## src/rtl/pn_buf_ctrl_if.sv

```systemverilog
// Agent-side handshake bundle for pn_buf_ctrl.
// The master modport is the snooper/CPU/forwarder side; the slave modport is the controller.
interface pn_buf_ctrl_if #(
    parameter int N_BUFS     = 3,
    parameter int PLEN_WIDTH = 32,
    parameter int INC_WIDTH  = 8
);
    localparam int SEL_WIDTH = $clog2(N_BUFS);

    logic                  sn_wr_en;
    logic [INC_WIDTH-1:0]  sn_byte_inc;
    logic                  sn_done;
    logic                  sn_done_ack;
    logic                  rdy_for_sn;
    logic                  rdy_for_sn_ack;
    logic [SEL_WIDTH-1:0]  sn_sel;

    logic                  rdy_for_cpu;
    logic                  rdy_for_cpu_ack;
    logic [SEL_WIDTH-1:0]  cpu_sel;
    logic                  cpu_acc;
    logic                  cpu_rej;
    logic                  cpu_done_ack;
    logic [PLEN_WIDTH-1:0] cpu_byte_len;

    logic                  rdy_for_fwd;
    logic                  rdy_for_fwd_ack;
    logic [SEL_WIDTH-1:0]  fwd_sel;
    logic                  fwd_done;
    logic                  fwd_done_ack;
    logic [PLEN_WIDTH-1:0] fwd_byte_len;

    modport master (
        output sn_wr_en, sn_byte_inc, sn_done, rdy_for_sn_ack,
        output rdy_for_cpu_ack, cpu_acc, cpu_rej,
        output rdy_for_fwd_ack, fwd_done,
        input  sn_done_ack, rdy_for_sn, sn_sel,
        input  rdy_for_cpu, cpu_sel, cpu_done_ack, cpu_byte_len,
        input  rdy_for_fwd, fwd_sel, fwd_done_ack, fwd_byte_len
    );

    modport slave (
        input  sn_wr_en, sn_byte_inc, sn_done, rdy_for_sn_ack,
        input  rdy_for_cpu_ack, cpu_acc, cpu_rej,
        input  rdy_for_fwd_ack, fwd_done,
        output sn_done_ack, rdy_for_sn, sn_sel,
        output rdy_for_cpu, cpu_sel, cpu_done_ack, cpu_byte_len,
        output rdy_for_fwd, fwd_sel, fwd_done_ack, fwd_byte_len
    );
endinterface

```

## src/rtl/pn_buf_ctrl.sv

```systemverilog
// N-way packet buffer ownership controller: snooper -> CPU -> forwarder.
// Define PN_ORDER_EN to serve CPU/forwarder in snoop-completion order instead of lowest index.
//
// state      | meaning
// B_EMPTY    | free, may be offered to the snooper
// B_SN       | owned by the snooper, length accumulating
// B_WAIT_CPU | packet complete, waiting for a CPU claim
// B_CPU      | owned by the CPU awaiting a verdict
// B_WAIT_FWD | accepted, waiting for a forwarder claim
// B_FWD      | owned by the forwarder
module pn_buf_ctrl #(
    parameter int N_BUFS     = 3,
    parameter int PLEN_WIDTH = 32,
    parameter int INC_WIDTH  = 8
) (
    input logic          clk,
    input logic          rst,
    pn_buf_ctrl_if.slave bus
);
    localparam int SEL_WIDTH = $clog2(N_BUFS);

    typedef enum logic [2:0] {
        B_EMPTY, B_SN, B_WAIT_CPU, B_CPU, B_WAIT_FWD, B_FWD
    } buf_state_e;

    buf_state_e            state_q [N_BUFS];
    buf_state_e            state_d [N_BUFS];
    logic [PLEN_WIDTH-1:0] len_q [N_BUFS];
    logic [PLEN_WIDTH-1:0] len_d [N_BUFS];

    logic                  sn_own_q, sn_own_d, cpu_own_q, cpu_own_d, fwd_own_q, fwd_own_d;
    logic                  rdy_sn_q, rdy_sn_d, rdy_cpu_q, rdy_cpu_d, rdy_fwd_q, rdy_fwd_d;
    logic [SEL_WIDTH-1:0]  sn_sel_q, sn_sel_d, cpu_sel_q, cpu_sel_d, fwd_sel_q, fwd_sel_d;
    logic [SEL_WIDTH-1:0]  sn_cand_q, sn_cand_d, cpu_cand_q, cpu_cand_d, fwd_cand_q, fwd_cand_d;
    logic                  sn_done_ack_q, sn_done_ack_d, cpu_done_ack_q, cpu_done_ack_d;
    logic                  fwd_done_ack_q, fwd_done_ack_d;
    logic [PLEN_WIDTH-1:0] cpu_len_q, cpu_len_d, fwd_len_q, fwd_len_d;

    logic                  sn_claim, sn_fin, sn_wr;
    logic                  cpu_claim, cpu_fin, cpu_pass;
    logic                  fwd_claim, fwd_fin;
    logic                  sn_any, cpu_any, fwd_any;
    logic [SEL_WIDTH-1:0]  sn_first, cpu_first, fwd_first;

    // Strobes only count when the agent owns a buffer; acks only while offered.
    assign sn_claim  = rdy_sn_q & bus.rdy_for_sn_ack;
    assign sn_fin    = sn_own_q & bus.sn_done;
    assign sn_wr     = sn_own_q & bus.sn_wr_en;
    assign cpu_claim = rdy_cpu_q & bus.rdy_for_cpu_ack;
    assign cpu_fin   = cpu_own_q & (bus.cpu_acc | bus.cpu_rej);
    assign cpu_pass  = cpu_fin & bus.cpu_acc & ~bus.cpu_rej;
    assign fwd_claim = rdy_fwd_q & bus.rdy_for_fwd_ack;
    assign fwd_fin   = fwd_own_q & bus.fwd_done;

    always_comb begin
        sn_any   = 1'b0;
        sn_first = '0;
        for (int i = N_BUFS - 1; i >= 0; i--) begin
            if (state_q[i] == B_EMPTY) begin
                sn_any   = 1'b1;
                sn_first = SEL_WIDTH'(i);
            end
        end
    end

`ifdef PN_ORDER_EN
    logic [SEL_WIDTH-1:0] cq_mem_q [N_BUFS];
    logic [SEL_WIDTH-1:0] cq_mem_d [N_BUFS];
    logic [SEL_WIDTH-1:0] fq_mem_q [N_BUFS];
    logic [SEL_WIDTH-1:0] fq_mem_d [N_BUFS];
    logic [SEL_WIDTH-1:0] cq_rd_q, cq_rd_d, cq_wr_q, cq_wr_d;
    logic [SEL_WIDTH-1:0] fq_rd_q, fq_rd_d, fq_wr_q, fq_wr_d;
    logic [SEL_WIDTH:0]   cq_cnt_q, cq_cnt_d, fq_cnt_q, fq_cnt_d;

    function automatic logic [SEL_WIDTH-1:0] ptr_inc(input logic [SEL_WIDTH-1:0] p);
        return (p == SEL_WIDTH'(N_BUFS - 1)) ? '0 : p + 1'b1;
    endfunction

    always_comb begin
        cq_mem_d = cq_mem_q;
        cq_rd_d  = cq_rd_q;
        cq_wr_d  = cq_wr_q;
        fq_mem_d = fq_mem_q;
        fq_rd_d  = fq_rd_q;
        fq_wr_d  = fq_wr_q;
        if (sn_fin) begin
            cq_mem_d[cq_wr_q] = sn_sel_q;
            cq_wr_d           = ptr_inc(cq_wr_q);
        end
        if (cpu_claim) cq_rd_d = ptr_inc(cq_rd_q);
        if (cpu_pass) begin
            fq_mem_d[fq_wr_q] = cpu_sel_q;
            fq_wr_d           = ptr_inc(fq_wr_q);
        end
        if (fwd_claim) fq_rd_d = ptr_inc(fq_rd_q);
        cq_cnt_d = cq_cnt_q + {{SEL_WIDTH{1'b0}}, sn_fin} - {{SEL_WIDTH{1'b0}}, cpu_claim};
        fq_cnt_d = fq_cnt_q + {{SEL_WIDTH{1'b0}}, cpu_pass} - {{SEL_WIDTH{1'b0}}, fwd_claim};
    end

    always_ff @(posedge clk) begin
        if (!rst) begin
            for (int i = 0; i < N_BUFS; i++) begin
                cq_mem_q[i] <= '0;
                fq_mem_q[i] <= '0;
            end
            cq_rd_q  <= '0;
            cq_wr_q  <= '0;
            cq_cnt_q <= '0;
            fq_rd_q  <= '0;
            fq_wr_q  <= '0;
            fq_cnt_q <= '0;
        end else begin
            cq_mem_q <= cq_mem_d;
            cq_rd_q  <= cq_rd_d;
            cq_wr_q  <= cq_wr_d;
            cq_cnt_q <= cq_cnt_d;
            fq_mem_q <= fq_mem_d;
            fq_rd_q  <= fq_rd_d;
            fq_wr_q  <= fq_wr_d;
            fq_cnt_q <= fq_cnt_d;
        end
    end

    assign cpu_any   = (cq_cnt_q != '0);
    assign cpu_first = cq_mem_q[cq_rd_q];
    assign fwd_any   = (fq_cnt_q != '0);
    assign fwd_first = fq_mem_q[fq_rd_q];
`else
    always_comb begin
        cpu_any   = 1'b0;
        cpu_first = '0;
        fwd_any   = 1'b0;
        fwd_first = '0;
        for (int i = N_BUFS - 1; i >= 0; i--) begin
            if (state_q[i] == B_WAIT_CPU) begin
                cpu_any   = 1'b1;
                cpu_first = SEL_WIDTH'(i);
            end
            if (state_q[i] == B_WAIT_FWD) begin
                fwd_any   = 1'b1;
                fwd_first = SEL_WIDTH'(i);
            end
        end
    end
`endif

    always_comb begin
        state_d        = state_q;
        len_d          = len_q;
        sn_own_d       = sn_own_q;
        cpu_own_d      = cpu_own_q;
        fwd_own_d      = fwd_own_q;
        sn_sel_d       = sn_sel_q;
        cpu_sel_d      = cpu_sel_q;
        fwd_sel_d      = fwd_sel_q;
        cpu_len_d      = cpu_len_q;
        fwd_len_d      = fwd_len_q;
        sn_done_ack_d  = 1'b0;
        cpu_done_ack_d = 1'b0;
        fwd_done_ack_d = 1'b0;

        if (sn_claim) begin
            state_d[sn_cand_q] = B_SN;
            len_d[sn_cand_q]   = '0;
            sn_own_d           = 1'b1;
            sn_sel_d           = sn_cand_q;
        end
        if (sn_wr) len_d[sn_sel_q] = len_q[sn_sel_q] + PLEN_WIDTH'(bus.sn_byte_inc);
        if (sn_fin) begin
            state_d[sn_sel_q] = B_WAIT_CPU;
            sn_own_d          = 1'b0;
            sn_done_ack_d     = 1'b1;
        end

        if (cpu_claim) begin
            state_d[cpu_cand_q] = B_CPU;
            cpu_own_d           = 1'b1;
            cpu_sel_d           = cpu_cand_q;
            cpu_len_d           = len_q[cpu_cand_q];
        end
        if (cpu_fin) begin
            state_d[cpu_sel_q] = cpu_pass ? B_WAIT_FWD : B_EMPTY;
            cpu_own_d          = 1'b0;
            cpu_done_ack_d     = 1'b1;
        end

        if (fwd_claim) begin
            state_d[fwd_cand_q] = B_FWD;
            fwd_own_d           = 1'b1;
            fwd_sel_d           = fwd_cand_q;
            fwd_len_d           = len_q[fwd_cand_q];
        end
        if (fwd_fin) begin
            state_d[fwd_sel_q] = B_EMPTY;
            fwd_own_d          = 1'b0;
            fwd_done_ack_d     = 1'b1;
        end

        // Offers look at the registered state, so a buffer freed this cycle waits one more.
        rdy_sn_d   = ~sn_own_q & ~sn_claim & sn_any;
        rdy_cpu_d  = ~cpu_own_q & ~cpu_claim & cpu_any;
        rdy_fwd_d  = ~fwd_own_q & ~fwd_claim & fwd_any;
        sn_cand_d  = sn_first;
        cpu_cand_d = cpu_first;
        fwd_cand_d = fwd_first;
    end

    always_ff @(posedge clk) begin
        if (!rst) begin
            for (int i = 0; i < N_BUFS; i++) begin
                state_q[i] <= B_EMPTY;
                len_q[i]   <= '0;
            end
            sn_own_q       <= 1'b0;
            cpu_own_q      <= 1'b0;
            fwd_own_q      <= 1'b0;
            rdy_sn_q       <= 1'b0;
            rdy_cpu_q      <= 1'b0;
            rdy_fwd_q      <= 1'b0;
            sn_sel_q       <= '0;
            cpu_sel_q      <= '0;
            fwd_sel_q      <= '0;
            sn_cand_q      <= '0;
            cpu_cand_q     <= '0;
            fwd_cand_q     <= '0;
            sn_done_ack_q  <= 1'b0;
            cpu_done_ack_q <= 1'b0;
            fwd_done_ack_q <= 1'b0;
            cpu_len_q      <= '0;
            fwd_len_q      <= '0;
        end else begin
            state_q        <= state_d;
            len_q          <= len_d;
            sn_own_q       <= sn_own_d;
            cpu_own_q      <= cpu_own_d;
            fwd_own_q      <= fwd_own_d;
            rdy_sn_q       <= rdy_sn_d;
            rdy_cpu_q      <= rdy_cpu_d;
            rdy_fwd_q      <= rdy_fwd_d;
            sn_sel_q       <= sn_sel_d;
            cpu_sel_q      <= cpu_sel_d;
            fwd_sel_q      <= fwd_sel_d;
            sn_cand_q      <= sn_cand_d;
            cpu_cand_q     <= cpu_cand_d;
            fwd_cand_q     <= fwd_cand_d;
            sn_done_ack_q  <= sn_done_ack_d;
            cpu_done_ack_q <= cpu_done_ack_d;
            fwd_done_ack_q <= fwd_done_ack_d;
            cpu_len_q      <= cpu_len_d;
            fwd_len_q      <= fwd_len_d;
        end
    end

    assign bus.rdy_for_sn   = rdy_sn_q;
    assign bus.sn_sel       = sn_sel_q;
    assign bus.sn_done_ack  = sn_done_ack_q;
    assign bus.rdy_for_cpu  = rdy_cpu_q;
    assign bus.cpu_sel      = cpu_sel_q;
    assign bus.cpu_done_ack = cpu_done_ack_q;
    assign bus.cpu_byte_len = cpu_len_q;
    assign bus.rdy_for_fwd  = rdy_fwd_q;
    assign bus.fwd_sel      = fwd_sel_q;
    assign bus.fwd_done_ack = fwd_done_ack_q;
    assign bus.fwd_byte_len = fwd_len_q;
endmodule
```

## src/flat_wrapper.sv

```systemverilog
// flat-port wrapper written by rule: the top's interface ports become plain ports
module pn_buf_ctrl_flat 
#(
    parameter int N_BUFS     = 3,
    parameter int PLEN_WIDTH = 32,
    parameter int INC_WIDTH  = 8
)
  (clk, rst, bus_sn_wr_en, bus_sn_byte_inc, bus_sn_done, bus_rdy_for_sn_ack, bus_rdy_for_cpu_ack, bus_cpu_acc, bus_cpu_rej, bus_rdy_for_fwd_ack, bus_fwd_done, bus_sn_done_ack, bus_rdy_for_sn, bus_sn_sel, bus_rdy_for_cpu, bus_cpu_sel, bus_cpu_done_ack, bus_cpu_byte_len, bus_rdy_for_fwd, bus_fwd_sel, bus_fwd_done_ack, bus_fwd_byte_len);
  pn_buf_ctrl_if #(.N_BUFS(N_BUFS), .PLEN_WIDTH(PLEN_WIDTH), .INC_WIDTH(INC_WIDTH)) bus_i ();
  input logic clk;
  input logic rst;
  input wire logic [$bits(bus_i.sn_wr_en)-1:0] bus_sn_wr_en;
  input wire logic [$bits(bus_i.sn_byte_inc)-1:0] bus_sn_byte_inc;
  input wire logic [$bits(bus_i.sn_done)-1:0] bus_sn_done;
  input wire logic [$bits(bus_i.rdy_for_sn_ack)-1:0] bus_rdy_for_sn_ack;
  input wire logic [$bits(bus_i.rdy_for_cpu_ack)-1:0] bus_rdy_for_cpu_ack;
  input wire logic [$bits(bus_i.cpu_acc)-1:0] bus_cpu_acc;
  input wire logic [$bits(bus_i.cpu_rej)-1:0] bus_cpu_rej;
  input wire logic [$bits(bus_i.rdy_for_fwd_ack)-1:0] bus_rdy_for_fwd_ack;
  input wire logic [$bits(bus_i.fwd_done)-1:0] bus_fwd_done;
  output wire logic [$bits(bus_i.sn_done_ack)-1:0] bus_sn_done_ack;
  output wire logic [$bits(bus_i.rdy_for_sn)-1:0] bus_rdy_for_sn;
  output wire logic [$bits(bus_i.sn_sel)-1:0] bus_sn_sel;
  output wire logic [$bits(bus_i.rdy_for_cpu)-1:0] bus_rdy_for_cpu;
  output wire logic [$bits(bus_i.cpu_sel)-1:0] bus_cpu_sel;
  output wire logic [$bits(bus_i.cpu_done_ack)-1:0] bus_cpu_done_ack;
  output wire logic [$bits(bus_i.cpu_byte_len)-1:0] bus_cpu_byte_len;
  output wire logic [$bits(bus_i.rdy_for_fwd)-1:0] bus_rdy_for_fwd;
  output wire logic [$bits(bus_i.fwd_sel)-1:0] bus_fwd_sel;
  output wire logic [$bits(bus_i.fwd_done_ack)-1:0] bus_fwd_done_ack;
  output wire logic [$bits(bus_i.fwd_byte_len)-1:0] bus_fwd_byte_len;
  assign bus_i.sn_wr_en = bus_sn_wr_en;
  assign bus_i.sn_byte_inc = bus_sn_byte_inc;
  assign bus_i.sn_done = bus_sn_done;
  assign bus_i.rdy_for_sn_ack = bus_rdy_for_sn_ack;
  assign bus_i.rdy_for_cpu_ack = bus_rdy_for_cpu_ack;
  assign bus_i.cpu_acc = bus_cpu_acc;
  assign bus_i.cpu_rej = bus_cpu_rej;
  assign bus_i.rdy_for_fwd_ack = bus_rdy_for_fwd_ack;
  assign bus_i.fwd_done = bus_fwd_done;
  assign bus_sn_done_ack = bus_i.sn_done_ack;
  assign bus_rdy_for_sn = bus_i.rdy_for_sn;
  assign bus_sn_sel = bus_i.sn_sel;
  assign bus_rdy_for_cpu = bus_i.rdy_for_cpu;
  assign bus_cpu_sel = bus_i.cpu_sel;
  assign bus_cpu_done_ack = bus_i.cpu_done_ack;
  assign bus_cpu_byte_len = bus_i.cpu_byte_len;
  assign bus_rdy_for_fwd = bus_i.rdy_for_fwd;
  assign bus_fwd_sel = bus_i.fwd_sel;
  assign bus_fwd_done_ack = bus_i.fwd_done_ack;
  assign bus_fwd_byte_len = bus_i.fwd_byte_len;
  pn_buf_ctrl #(.N_BUFS(N_BUFS), .PLEN_WIDTH(PLEN_WIDTH), .INC_WIDTH(INC_WIDTH)) u_core (.clk(clk), .rst(rst), .bus(bus_i));
endmodule
```

## config.mk

```make
export PLATFORM = sky130hd
export DESIGN_NAME = pn_buf_ctrl_flat
export DESIGN_NICKNAME = d
export VERILOG_FILES = /design/src/rtl/pn_buf_ctrl_if.sv /design/src/rtl/pn_buf_ctrl.sv /design/src/flat_wrapper.sv
export SDC_FILE = /design/constraint.sdc
export NUM_CORES = 1
export LEC_CHECK = 0
export ABC_AREA = 1
export BUFFER_PORTS_ARGS = -buffer_cell sky130_fd_sc_hd__buf_2
export CORE_ASPECT_RATIO = 1.2
export CORE_MARGIN = 4
export CORE_UTILIZATION = 35
export CTS_CLUSTER_SIZE = 24
export DETAILED_ROUTE_END_ITERATION = 12
export PLACE_DENSITY_LB_ADDON = 0.25
export RECOVER_POWER = 25
export SLEW_MARGIN = 20
export SYNTH_ARGS = -nofsm -noshare
export SYNTH_HDL_FRONTEND = slang
export SYNTH_SLANG_ARGS = --single-unit
```

## constraint.sdc

```tcl
create_clock -name clk -period 6.9 [get_ports clk]
set_clock_uncertainty 0.2 [all_clocks]
set_input_delay 2.07 -clock clk [delete_from_list [all_inputs] [get_ports clk]]
set_output_delay 2.07 -clock clk [all_outputs]
set_load 0.01 [all_outputs]
```

# Word level (Yosys, flattened, before mapping)
# Index checks and enable logic that the tools add are counted.
[word_totals]
reg_bits = 190
latchBits = 0
mem_bits_rw = 0
romBits = 0
in_bits = 18
elab_cells = 163
n_memories = 0
[classes]
addsub = 1
n_mul = 0
n_div = 0
order_cmp = 12
eq_ne = 6
shifts = 0
muxes = 54
bitwise_logic = 46
n_reduce_logical = 18
[op_table]
columns = ["op", "n"]
rows = [
  ["$mux 32", 8],
  ["$bmux 32 s2", 3],
  ["$mux 96", 2],
  ["$demux 32 s2", 2],
  ["$and 96x96->96", 1],
  ["$bwmux 96", 1],
  ["$not 96->96", 1],
  ["$mux 9", 6],
  ["$demux 3 s2", 6],
  ["$add 32x8->32", 1],
  ["$mux 3", 7],
  ["$ge 3x3->1 const B", 6],
  ["$lt 3x1->1 const B", 6],
  ["$not 2->3", 6],
  ["$and 1x1->1", 15],
  ["$mux 1", 15],
  ["$and 6x6->6", 2],
  ["$not 6->6", 2],
  ["$or 6x6->6", 2],
  ["$reduce_or 2->1", 6],
  ["$and 9x9->9", 1],
  ["$bwmux 9", 1],
  ["$eq 3x2->1 const B", 3],
  ["$eq 3x3->1 const B", 3],
  ["other kinds (10)", 31],
]

# Logic depth before layout (Yosys ltp)
# Gate-level depths: netlist of the first run.
[logic_depth]
ltp_word = 18
depth_mapped = 19
depth_no_buf = 17

# Worst setup path after synthesis of the first run
# Ideal clock, no wire load.
[synth_timing]
path_type = "input-to-reg"
startpoint = "input bus_sn_byte_inc[0]"
endpoint = "register u_core.len_q[28] in the netlist's numbering"
setup_ns = 0.109
arrival_time_ns = 3.538
required_time_ns = 6.591
setup_slack_ns = 3.053
cell_stages = 12
path_buffers = 0
cell_sequence = "ha_1 fa_1 nand2_1 nand3_1 nand3_1 nand2_1 nand2_4 inv_1 nand3b_1 nand3_1 nand2_1 inv_1"
[synth_via]
elab_chain_len = 3
[synth_rtl]
columns = ["element", "line", "text"]
rows = [
  ["from (decl)", "flat_wrapper.sv:13", "input wire logic [$bits(bus_i.sn_byte_inc)-1:0] bus_sn_byte_inc;"],
  ["$add 32x8->32", "pn_buf_ctrl.sv:168", "if (sn_wr) len_d[sn_sel_q] = len_q[sn_sel_q] + PLEN_WIDTH'(bus.sn_byte_inc);"],
  ["$bwmux 96", "pn_buf_ctrl.sv:168", ""],
  ["$mux 96", "pn_buf_ctrl.sv:168", ""],
  ["to (signal assigned)", "pn_buf_ctrl.sv:233", "len_q <= len_d;"],
  ["to (decl)", "pn_buf_ctrl.sv:28", "logic [PLEN_WIDTH-1:0] len_q [N_BUFS];"],
]
# Every way passes these cells.
# A chain may end at the register's enable or synchronous reset.

==> results of run 1 <==
report_power, final:
| group | switching [uW] | internal [uW] | total (uW) |
|---|---|---|---|
| registers | 17.9 | 1120 | 1130 |
| clock network | 473 | 492 | 965 |
| logic | 152 | 55.2 | 207 |
| total | 643 | 1660 | 2310 |
cells in the mapped netlist (all sizes together), types with 5 or more instances:
cell    count
nand2     398
dfxtp     190
inv       189
nand3     168
a21oi     138
o21ai     116
nor2      110
clkbuf     63
a31oi      42
buf        25
o22ai      19
nor3       13
a41oi      10
nand3b     10
a22oi       9
ha          8
a211oi      7
xor2        7
o221a       5
worst paths after layout:
path / end / slack, ns / cells past startpoint
worst max register to register: u_core.len_q[86]$_SDFF_PN0_ / 3.12 / 17
worst min register to register: u_core.bus.cpu_byte_len[2]$_SDFFE_PN0P_ / 0.30 / 2
worst min-delay path: u_core.bus.cpu_byte_len[2]$_SDFFE_PN0P_ / 0.30 / 2
worst max-delay path: u_core.len_q[67]$_SDFF_PN0_ / 2.96 / 6
cell usage in the layout, fill, tap and decap left out, types with 4 or more instances in the layout:
| master | count |
|---|---|
| buf_2 | 41 |
| clkbuf_1 | 54 |
| a41oi_1 | 10 |
| clkbuf_16 | 17 |
| xnor2_1 | 4 |
| nand3b_1 | 10 |
| a31oi_1 | 42 |
| xor2_1 | 7 |
| o21ai_0 | 110 |
| a22oi_1 | 9 |
| o22ai_1 | 19 |
| a21oi_1 | 138 |
| nand3_2 | 11 |
| buf_4 | 22 |
| ha_1 | 8 |
| nand2_2 | 8 |
| inv_6 | 6 |
| nor2_1 | 95 |
| nor2_2 | 7 |
| nor3_1 | 13 |
| inv_2 | 4 |
| o21ai_1 | 6 |
| o211ai_1 | 4 |
| nor2_4 | 6 |
| o221a_2 | 5 |
| clkinv_4 | 5 |
| nand2_1 | 388 |
| inv_1 | 183 |
| a211oi_1 | 7 |
| dfxtp_1 | 190 |
| nand3_1 | 157 |
stage by stage:
| stage | std cells | total power, uW | setup slack (ns) |
|---|---|---|---|
| detailed placement | 1965 | 1360 | 2.63 |
| finish | 1997 | 2310 | 2.96 |
| CTS | 1997 | 2320 | 3.10 |
| global placement | 1965 | 1360 | 2.66 |
| floorplan | 1552 | 1300 | 3.05 |
| global route | 1997 | 2380 | 2.79 |
flip-flops by register name, summed over array words and instances (netlist names), 2 cells and up:
register                 cells
u_core.state_q               9
u_core.cpu_cand_q            2
u_core.bus.cpu_sel           2
u_core.fwd_cand_q            2
u_core.len_q                96
u_core.bus.sn_sel            2
u_core.bus.fwd_sel           2
u_core.bus.fwd_byte_len     32
u_core.bus.cpu_byte_len     32
u_core.sn_cand_q             2
per-layer routing:
metal / vias up / wire (um) / share of wire, %
met1: 5016 / 15600 / 41
li1: 5211 / - / -
met4: 0 / 1620 / 4.3
met5: - / 0 / 0
met3: 83 / 2680 / 7.0
met2: 453 / 18200 / 48
final cells by class:
class	count	area, um2
Sequential cell	190	3800
Multi-Input combinational cell	1083	5330
Clock inverter	12	104
Timing Repair Buffer	116	569
Fill cell	3086	17400
Clock buffer	20	457
Tap cell	385	482
Inverter	191	726
worst max-delay path: stages:
cell	delay, ns
clkbuf_1	0.09
clkinvlp_2	0.08
clkbuf_1	1.53
a21oi_1	0.07
o21ai_0	0.17
inv_1	0.05
kinds of logic (layout without fill, tap and decap cells):
logic type,count (synthesis),in the layout,share of synthesized area [%]
buffers and inverters,279,339,11.0
adder cells (fa/ha/maj),9,9,1.17
AND/OR/NAND/NOR,709,709,30.6
AO/OA/AOI/OAI,354,354,19.3
flip-flops,190,190,37.0
XOR/XNOR,11,11,0.938
==> flow_summary.ini, run 1 <==
[clock_tree]
post_cts.repair.setup_buffers = 0
ctsHtreeMaxLevel = 4
postCtsHoldBufs = 0
cts_sinks = 190
clk_path_buf_depth = 2
clock_latency_ns = 0.45
cts_buffers = 17
cts_resized = 0
cts_root_buffer = clkbuf_16
cts_tree = yes
clkSlewWorstSetupHoldPaths_ns = 0.07

[pwr]
leakagePower_uw = 0.00461
powerDensity_nw_per_um2 = 201
vdd_drop_max_mv = 0.179

[worst_setup_path]
crit_fanout = 42
start_kind = input port
crit_arrival_ns = 4.07
critPathLaunch = rst
end_kind = flop
criticalPathCategory = in2reg
rr_startpoint = u_core.bus.sn_sel[0]$_SDFFE_PN0N_
worstPathRequired_ns = 7.04

[timing]
max_freq_ghz = 0.254
relSlewSlack_pct = -42.7
holdWs_ns = 0.295
worst_pin_slew_ns = 2.14
drv_slew = 43
hold_viol_final = 0
finalCritPeriodShare_pct = 57.0
rsz0062_at_grt = false
finalSetupTns_ns = 0
setup_viol = 0
fin_crit_ns = 3.94

[global_routing]
grt_busiest_layer = met2
grt.overflow.total = 0
met1_usage_pct = 28.4
grt_antenna_before_repair = 0
grt_pass1_vias = 10100
grt_max_degree = 74
grt_usage_pct = 23.4
grt_first_pass_wirelength_um = 58400
use_met3_pct = 3.76
met2_usage_pct = 40.0

[drt]
antenna_left = 0
remaining_drc_errors = 0
num_vias = 10800
drtIter0Drc = 963
totalWireLength_um = 38100
drt_first_pass_iters = 6
via_per_inst = 5.39
drt-wirelength-per-cell_um = 19.1

[run_status]
outcome = complete, but fails checks
violations = max-capacitance violations, max-slew violations

[cells_and_area]
fin_area_um2 = 11500
diodes = 0
fin_nets = 1626
area_growth_syn_to_layout_pct = 11.7
fin_util_pct = 39.8
drive_gt1_share_pct = 8.93

[hold_path]
hold_start = u_core.bus.cpu_byte_len[2]$_SDFFE_PN0P_
hp-class = reg2reg

[synth]
syn_nets = 1579
netlist.area_leader.share_pct = 37.0
synth.distinct_cells = 46
synth-edff-count = 0
synth_seq_cells = 190
async_flop_share_pct = 0
synth_top_area_cell = dfxtp_1
ys_warn_count = 0
avgSynthCellArea_um2 = 6.62
yosysSeqAreaShare_pct = 37.0
synthTopCellsByArea = dfxtp_1, nand2_1, nand3_1
synthCells = 1552
netlist_area_um2 = 10300
synthFlopType = dfxtp_1

[floorplanning]
die_h_um = 196
core_um2 = 28800
start_util_pct = 35.6
rows = 68
pin_count = 94
die_width_um = 164
die-area_um2 = 32200

[placed_design]
placed_area_um2 = 11000
portBuffers = 93
dp_hpwl_um = 24500
routabilityCongestion = 0.930

[job]
maxCapViolations = 1
No activity file was read; power rests on OpenSTA's default activity.
==> inputs of run 2 (changes only) <==
==> constraint.sdc (replaced) <==
create_clock -name clk -period 3.52 [get_ports clk]
set_clock_uncertainty 0.2 [all_clocks]
set_input_delay 1.056 -clock clk [delete_from_list [all_inputs] [get_ports clk]]
set_output_delay 1.056 -clock clk [all_outputs]
set_load 0.01 [all_outputs]
==> run 2 against run 1 <==
  * The run now ends clean
  * Sequential power up 97%
  * Die area is the same
  * Sequential share of layout area decreased by 0.82 points
  * Critical path depth down 2
  * Utilization grew 1.0 points
  * Total power grew 110%
  * Cell count up 0.85%
  * Clock-buffer cell count down 2
  * Critical endpoint is now u_core.bus.sn_sel[1]$_SDFFE_PN0N_
==> flow_summary.ini, run 2 (synthesis gave the netlist of run 1 again) <==
[run_status]
outcome = completed

[global_routing]
grt_first_pass_wirelength_um = 60000
grt_usage_pct = 24.0
grt.overflow.total = 0
grt_antenna_before_repair = 0
grt_max_degree = 103
grt_pass1_vias = 10300

[placed_design]
portBuffers = 93
routabilityCongestion = 0.907
dp_hpwl_um = 26000

[drt]
drt_first_pass_iters = 6
antenna_left = 0
dr_wl_met2_um = 18500
totalWireLength_um = 38900
num_vias = 10800
wl_met3_um = 2800
remaining_drc_errors = 0
drtIter0Drc = 1223
top_layer = met4
via_per_inst = 5.37
drt-met1-wl_um = 15600
drt-wirelength-per-cell_um = 19.3

[hold_path]
min_path_cells = 2
hp-class = reg2reg

[worst_setup_path]
cp_slowest_cell = clkbuf_4
start_kind = input port
crit_arrival_ns = 3.31
worstPathRequired_ns = 3.61
rr_worst_depth = 17
crit_path_max_incr_delay_ns = 0.86
end_kind = flop
path_cells = clkbuf_1 -> clkinvlp_2 -> clkbuf_4 -> a211oi_1
crit_fanout = 102
criticalPathCategory = in2reg

[clock_tree]
clock_latency_ns = 0.44
cts_root_buffer = clkbuf_16
ctsHtreeMaxLevel = 4
postCtsHoldBufs = 0
clkSlewWorstSetupHoldPaths_ns = 0.07
cts_resized = 0
post_cts.repair.setup_buffers = 0
cts_buffers = 17
cts_tree = yes
clk_path_buf_depth = 2
cts_sinks = 190

[cells_and_area]
final_common_cell = nand2_1
seq_area_um2 = 3800
area_growth_syn_to_layout_pct = 14.6
diodes = 0
multiInputGateArea_um2 = 5330
largest-register = u_core.len_q
fin_nets = 1646
drive_gt1_share_pct = 12.8
largest_reg_flops = 96
n_fill_cell = 3036
final_cell_mix = nand2_1, dfxtp_1, inv_1, nand3_1, a21oi_1

[timing]
relSlewSlack_pct = 9.84
worst_pin_slew_ns = 1.35
finalSetupTns_ns = 0
rsz0062_at_grt = false
fin_crit_ns = 3.22
holdWs_ns = 0.279
drv_slew = 0
hold_viol_final = 0
setup_viol = 0
finalCritPeriodShare_pct = 91.6
max_freq_ghz = 0.310

[floorplanning]
die-area_um2 = 32200
start_util_pct = 35.6
rows = 68
pin_count = 94
core_um2 = 28800
die_width_um = 164
die_h_um = 196

[pwr]
powerDensity_nw_per_um2 = 406
leakagePower_uw = 0.00495
vdd_drop_max_mv = 0.331

[job]
maxCapViolations = 0
[run 2: worst paths after layout]
kind,to,startpoint,slack [ns]
worst max-delay path,u_core.bus.sn_sel[1]$_SDFFE_PN0N_,rst,0.30
worst min-delay path,u_core.bus.fwd_done_ack$_SDFF_PN0_,u_core.fwd_own_q$_SDFFE_PP0P_,0.28
worst min register to register,u_core.bus.fwd_done_ack$_SDFF_PN0_,u_core.fwd_own_q$_SDFFE_PP0P_,0.28
worst max register to register,u_core.len_q[54]$_SDFF_PN0_,u_core.bus.sn_sel[0]$_SDFFE_PN0N_,0.42
[run 2: where the power goes]
| group | switching, uW | internal [uW] | total [uW] |
|---|---|---|---|
| clock network | 881 | 1250 | 2130 |
| registers | 38.6 | 2190 | 2230 |
| logic | 300 | 120 | 421 |
| total | 1220 | 3560 | 4780 |
[run 2: per-stage QoR]
stage	area (um2)	worst slack (ns)	utilization, %	power (uW)	instances
2_1_floorplan	10300	0.593	-	2540	1552
3_3_place_gp	11200	0.312	38.7	2690	1985
3_5_place_dp	11200	0.288	38.7	2690	1985
4_1_cts	11800	0.446	40.9	4790	2014
5_1_grt	11800	0.190	40.8	4920	2014
6_report	11800	0.297	40.8	4780	2014
[run 2: layer usage]
| layer | up-vias | global-route usage [%] |
|---|---|---|
| met4 | 0 | 12.6 |
| li1 | 5254 | - |
| met2 | 468 | 39.2 |
| met5 | - | 0 |
| met1 | 4985 | 30.1 |
| met3 | 106 | 4.14 |
[run 2: layout make-up]
cell class | count | area share (%)
multi-input cells | 1083 | 45.3
flip-flops and latches | 190 | 32.3
repair buffers | 136 | 6.79
inverters | 191 | 6.17
well taps | 385 | 4.10
clock buffers | 18 | 3.65
clock inverters | 11 | 1.64
[run 2: worst max-delay path, delay by kind of cell]
family	cells	cell delay (ns)
buf+inv	3	1.55
compound gates	1	0.66
==> inputs of run 3 (changes only) <==
--- a/config.mk
+++ b/config.mk
@@ -5,11 +5,10 @@
 export SDC_FILE = /design/constraint.sdc
 export NUM_CORES = 1
 export LEC_CHECK = 0
-export ABC_AREA = 1
 export BUFFER_PORTS_ARGS = -buffer_cell sky130_fd_sc_hd__buf_2
 export CORE_ASPECT_RATIO = 1.2
 export CORE_MARGIN = 4
-export CORE_UTILIZATION = 35
+export CORE_UTILIZATION = 49
 export CTS_CLUSTER_SIZE = 24
 export DETAILED_ROUTE_END_ITERATION = 12
 export PLACE_DENSITY_LB_ADDON = 0.25
==> constraint.sdc (replaced) <==
create_clock -name clk -period 3.8 [get_ports clk]
set_clock_uncertainty 0.2 [all_clocks]
set_input_delay 1.14 -clock clk [delete_from_list [all_inputs] [get_ports clk]]
set_output_delay 1.14 -clock clk [all_outputs]
set_load 0.01 [all_outputs]
==> run 3 against run 2 <==
  * Sequential power down 9.4%
  * First-iteration DRC count fell by 43%
  * Critical path type unchanged
  * Setup slack lost 0.038 ns
  * Non-clock buffer count decreased by 11
  * Worst hold slack better by 0.0050 ns
  * Flip-flop and latch count is the same
  * Clock power fell by 16%
==> flow_summary.ini, run 3 <==
[run_status]
outcome = completed

[timing]
rsz0062_at_grt = false
hold_viol_final = 0
drv_slew = 0
setup_viol = 0
max_freq_ghz = 0.282
relSlewSlack_pct = 8.14
worst_pin_slew_ns = 1.38
finalSetupTns_ns = 0
finalCritPeriodShare_pct = 93.2
fin_crit_ns = 3.54

[worst_setup_path]
worstPathRequired_ns = 3.97
crit_fanout = 118
start_kind = input port
criticalPathCategory = in2reg
crit_arrival_ns = 3.71
end_kind = flop

[drt]
drtIter0Drc = 695
via_per_inst = 6.08
drt_first_pass_iters = 5
antenna_left = 0
num_vias = 8327
top_layer = met4
remaining_drc_errors = 0
dr_wl_met2_um = 12600
totalWireLength_um = 26700
drt-wirelength-per-cell_um = 19.5
drt-met1-wl_um = 11500
wl_met3_um = 1920

[clock_tree]
ctsHtreeMaxLevel = 4
clkSlewWorstSetupHoldPaths_ns = 0.07
cts_tree = yes
post_cts.repair.setup_buffers = 0
cts_resized = 0
postCtsHoldBufs = 0
cts_root_buffer = clkbuf_16
cts_buffers = 17
clock_latency_ns = 0.44
clk_path_buf_depth = 2
cts_sinks = 190

[pwr]
powerDensity_nw_per_um2 = 389
leakagePower_uw = 0.00368
clkPwrFrac_pct = 45.1
p_seq_share_pct = 50.7
switchingPower_uw = 870
p_sw_share_pct = 21.9
p_comb_share_pct = 4.3
p_int_uw = 3110
vdd_drop_max_mv = 0.322

[synth]
synth.distinct_cells = 49
synth_top_area_cell = dfxtp_1
synth_seq_cells = 190
syn_nets = 1101
yosysSeqAreaShare_pct = 42.4
yosys-top-cells-count = dfxtp_1, nor2_1, nand2_1
synth-edff-count = 0
ys_warn_count = 0
synthCells = 1074
netlist_area_um2 = 8970
async_flop_share_pct = 0
avgSynthCellArea_um2 = 8.35
synthFlopType = dfxtp_1
synthTopCellsByArea = dfxtp_1, mux2i_1, nor2_1
netlist.area_leader.share_pct = 42.4
synth.most_common_cell = dfxtp_1

[placed_design]
routabilityCongestion = 0.841
dp_hpwl_um = 16800
portBuffers = 93

[cells_and_area]
largest-register = u_core.len_q
fin_nets = 1167
largest_reg_flops = 96
final_common_cell = dfxtp_1
fin_util_pct = 57.5
n_fill_cell = 1660
diodes = 0
drive_gt1_share_pct = 13.2
area_growth_syn_to_layout_pct = 13.9
final_cell_mix = dfxtp_1, nor2_1, nand2_1, mux2i_1, buf_2

[global_routing]
grt_pass1_vias = 8005
grt_max_degree = 119
grt.overflow.total = 0
grt_first_pass_wirelength_um = 42900
grt_antenna_before_repair = 0
grt_usage_pct = 25.8

[job]
maxCapViolations = 0

[floorplanning]
core_um2 = 17800
die-area_um2 = 20500
start_util_pct = 50.5
die_h_um = 156
rows = 53
die_width_um = 132
pin_count = 94

[hold_path]
hp-class = reg2reg
==> run 3: changes by cell type after synthesis, sizes merged, moves of 21 or more <==
cell / before / now
a211oi: 7 / 42
a21oi: 138 / 52
a221o: 0 / 24
a22oi: 9 / 32
a31oi: 42 / 4
inv: 189 / 9
mux2i: 0 / 72
nand2: 398 / 138
nand3: 168 / 13
nor2: 110 / 142
nor3: 13 / 58
o21ai: 116 / 95
o2bb2ai: 0 / 21
==> run 3: cell families after synthesis <==
logic type               after synthesis  synth area share [%]
flip-flops                           190                  42.4
multiplexers                          74                  8.29
AND/OR/NAND/NOR                      399                  19.7
XOR/XNOR                              30                  2.93
adder cells (fa/ha/maj)                9                  1.34
buffers and inverters                 87                  4.06
AO/OA/AOI/OAI                        285                  21.2
==> run 3: metrics by stage <==
step / total power [uW] / cells / setup WS (ns) / hold slack, ns / cell area [um2]
final: 3980 / 1369 / 0.260 / 0.284 / 10200
after global routing: 4100 / 1369 / 0.0437 / 0.304 / 10200
after CTS: 4000 / 1369 / 0.332 / 0.282 / 10300
after detailed placement: 2230 / 1341 / 0.171 / 0.274 / 9680
after global placement: 2230 / 1341 / 0.171 / 0.267 / 9680
after floorplan: 2170 / 1074 / 0.186 / 0.244 / 8970
==> run 3: worst max-delay path, cell delays in order <==
cell        delay [ns]
clkbuf_1          0.49
clkinvlp_2        0.34
clkbuf_4          0.78
nor3_2            0.43
buf_4             0.34
nand2_1           0.09
o21ai_1           0.07
==> run 3: path summary, 6_finish.rpt <==
kind | from | depth (start not counted) | to | slack [ns]
worst min-delay path | u_core.len_q[19]$_SDFF_PN0_ | 2 | u_core.len_q[19]$_SDFF_PN0_ | 0.28
worst max register to register | u_core.bus.sn_sel[0]$_SDFFE_PN0N_ | 12 | u_core.len_q[26]$_SDFF_PN0_ | 0.33
worst min register to register | u_core.len_q[19]$_SDFF_PN0_ | 2 | u_core.len_q[19]$_SDFF_PN0_ | 0.28
worst max-delay path | rst | 7 | u_core.len_q[86]$_SDFF_PN0_ | 0.26
==> run 3: cell type report <==
| cell class | count | area [um2] | share of cell area, % |
|---|---|---|---|
| Multi-Input combinational cell | 797 | 4840 | 47.3 |
| Sequential cell | 190 | 3800 | 37.2 |
| Timing Repair Buffer | 125 | 689 | 6.75 |
| Clock buffer | 21 | 460 | 4.51 |
| Tap cell | 220 | 275 | 2.69 |
| Clock inverter | 7 | 115 | 1.13 |
| Inverter | 9 | 35.0 | 0.343 |
==> run 3: layer usage <==
metal / vias to the layer above / track usage, %
met1: 3966 / 33.0
met3: 50 / 5.32
met4: 0 / 9.35
li1: 3961 / -
met2: 350 / 43.3
met5: - / 0.694
==> run 3: power groups by stage <==
stage          registers, uW  logic (uW)  clock network, uW
2_1_floorplan           2060         105                  0
3_3_place_gp            2060         169                  0
3_5_place_dp            2060         169                  0
4_1_cts                 2020         171               1810
5_1_grt                 2020         184               1900
6_report                2020         169               1790
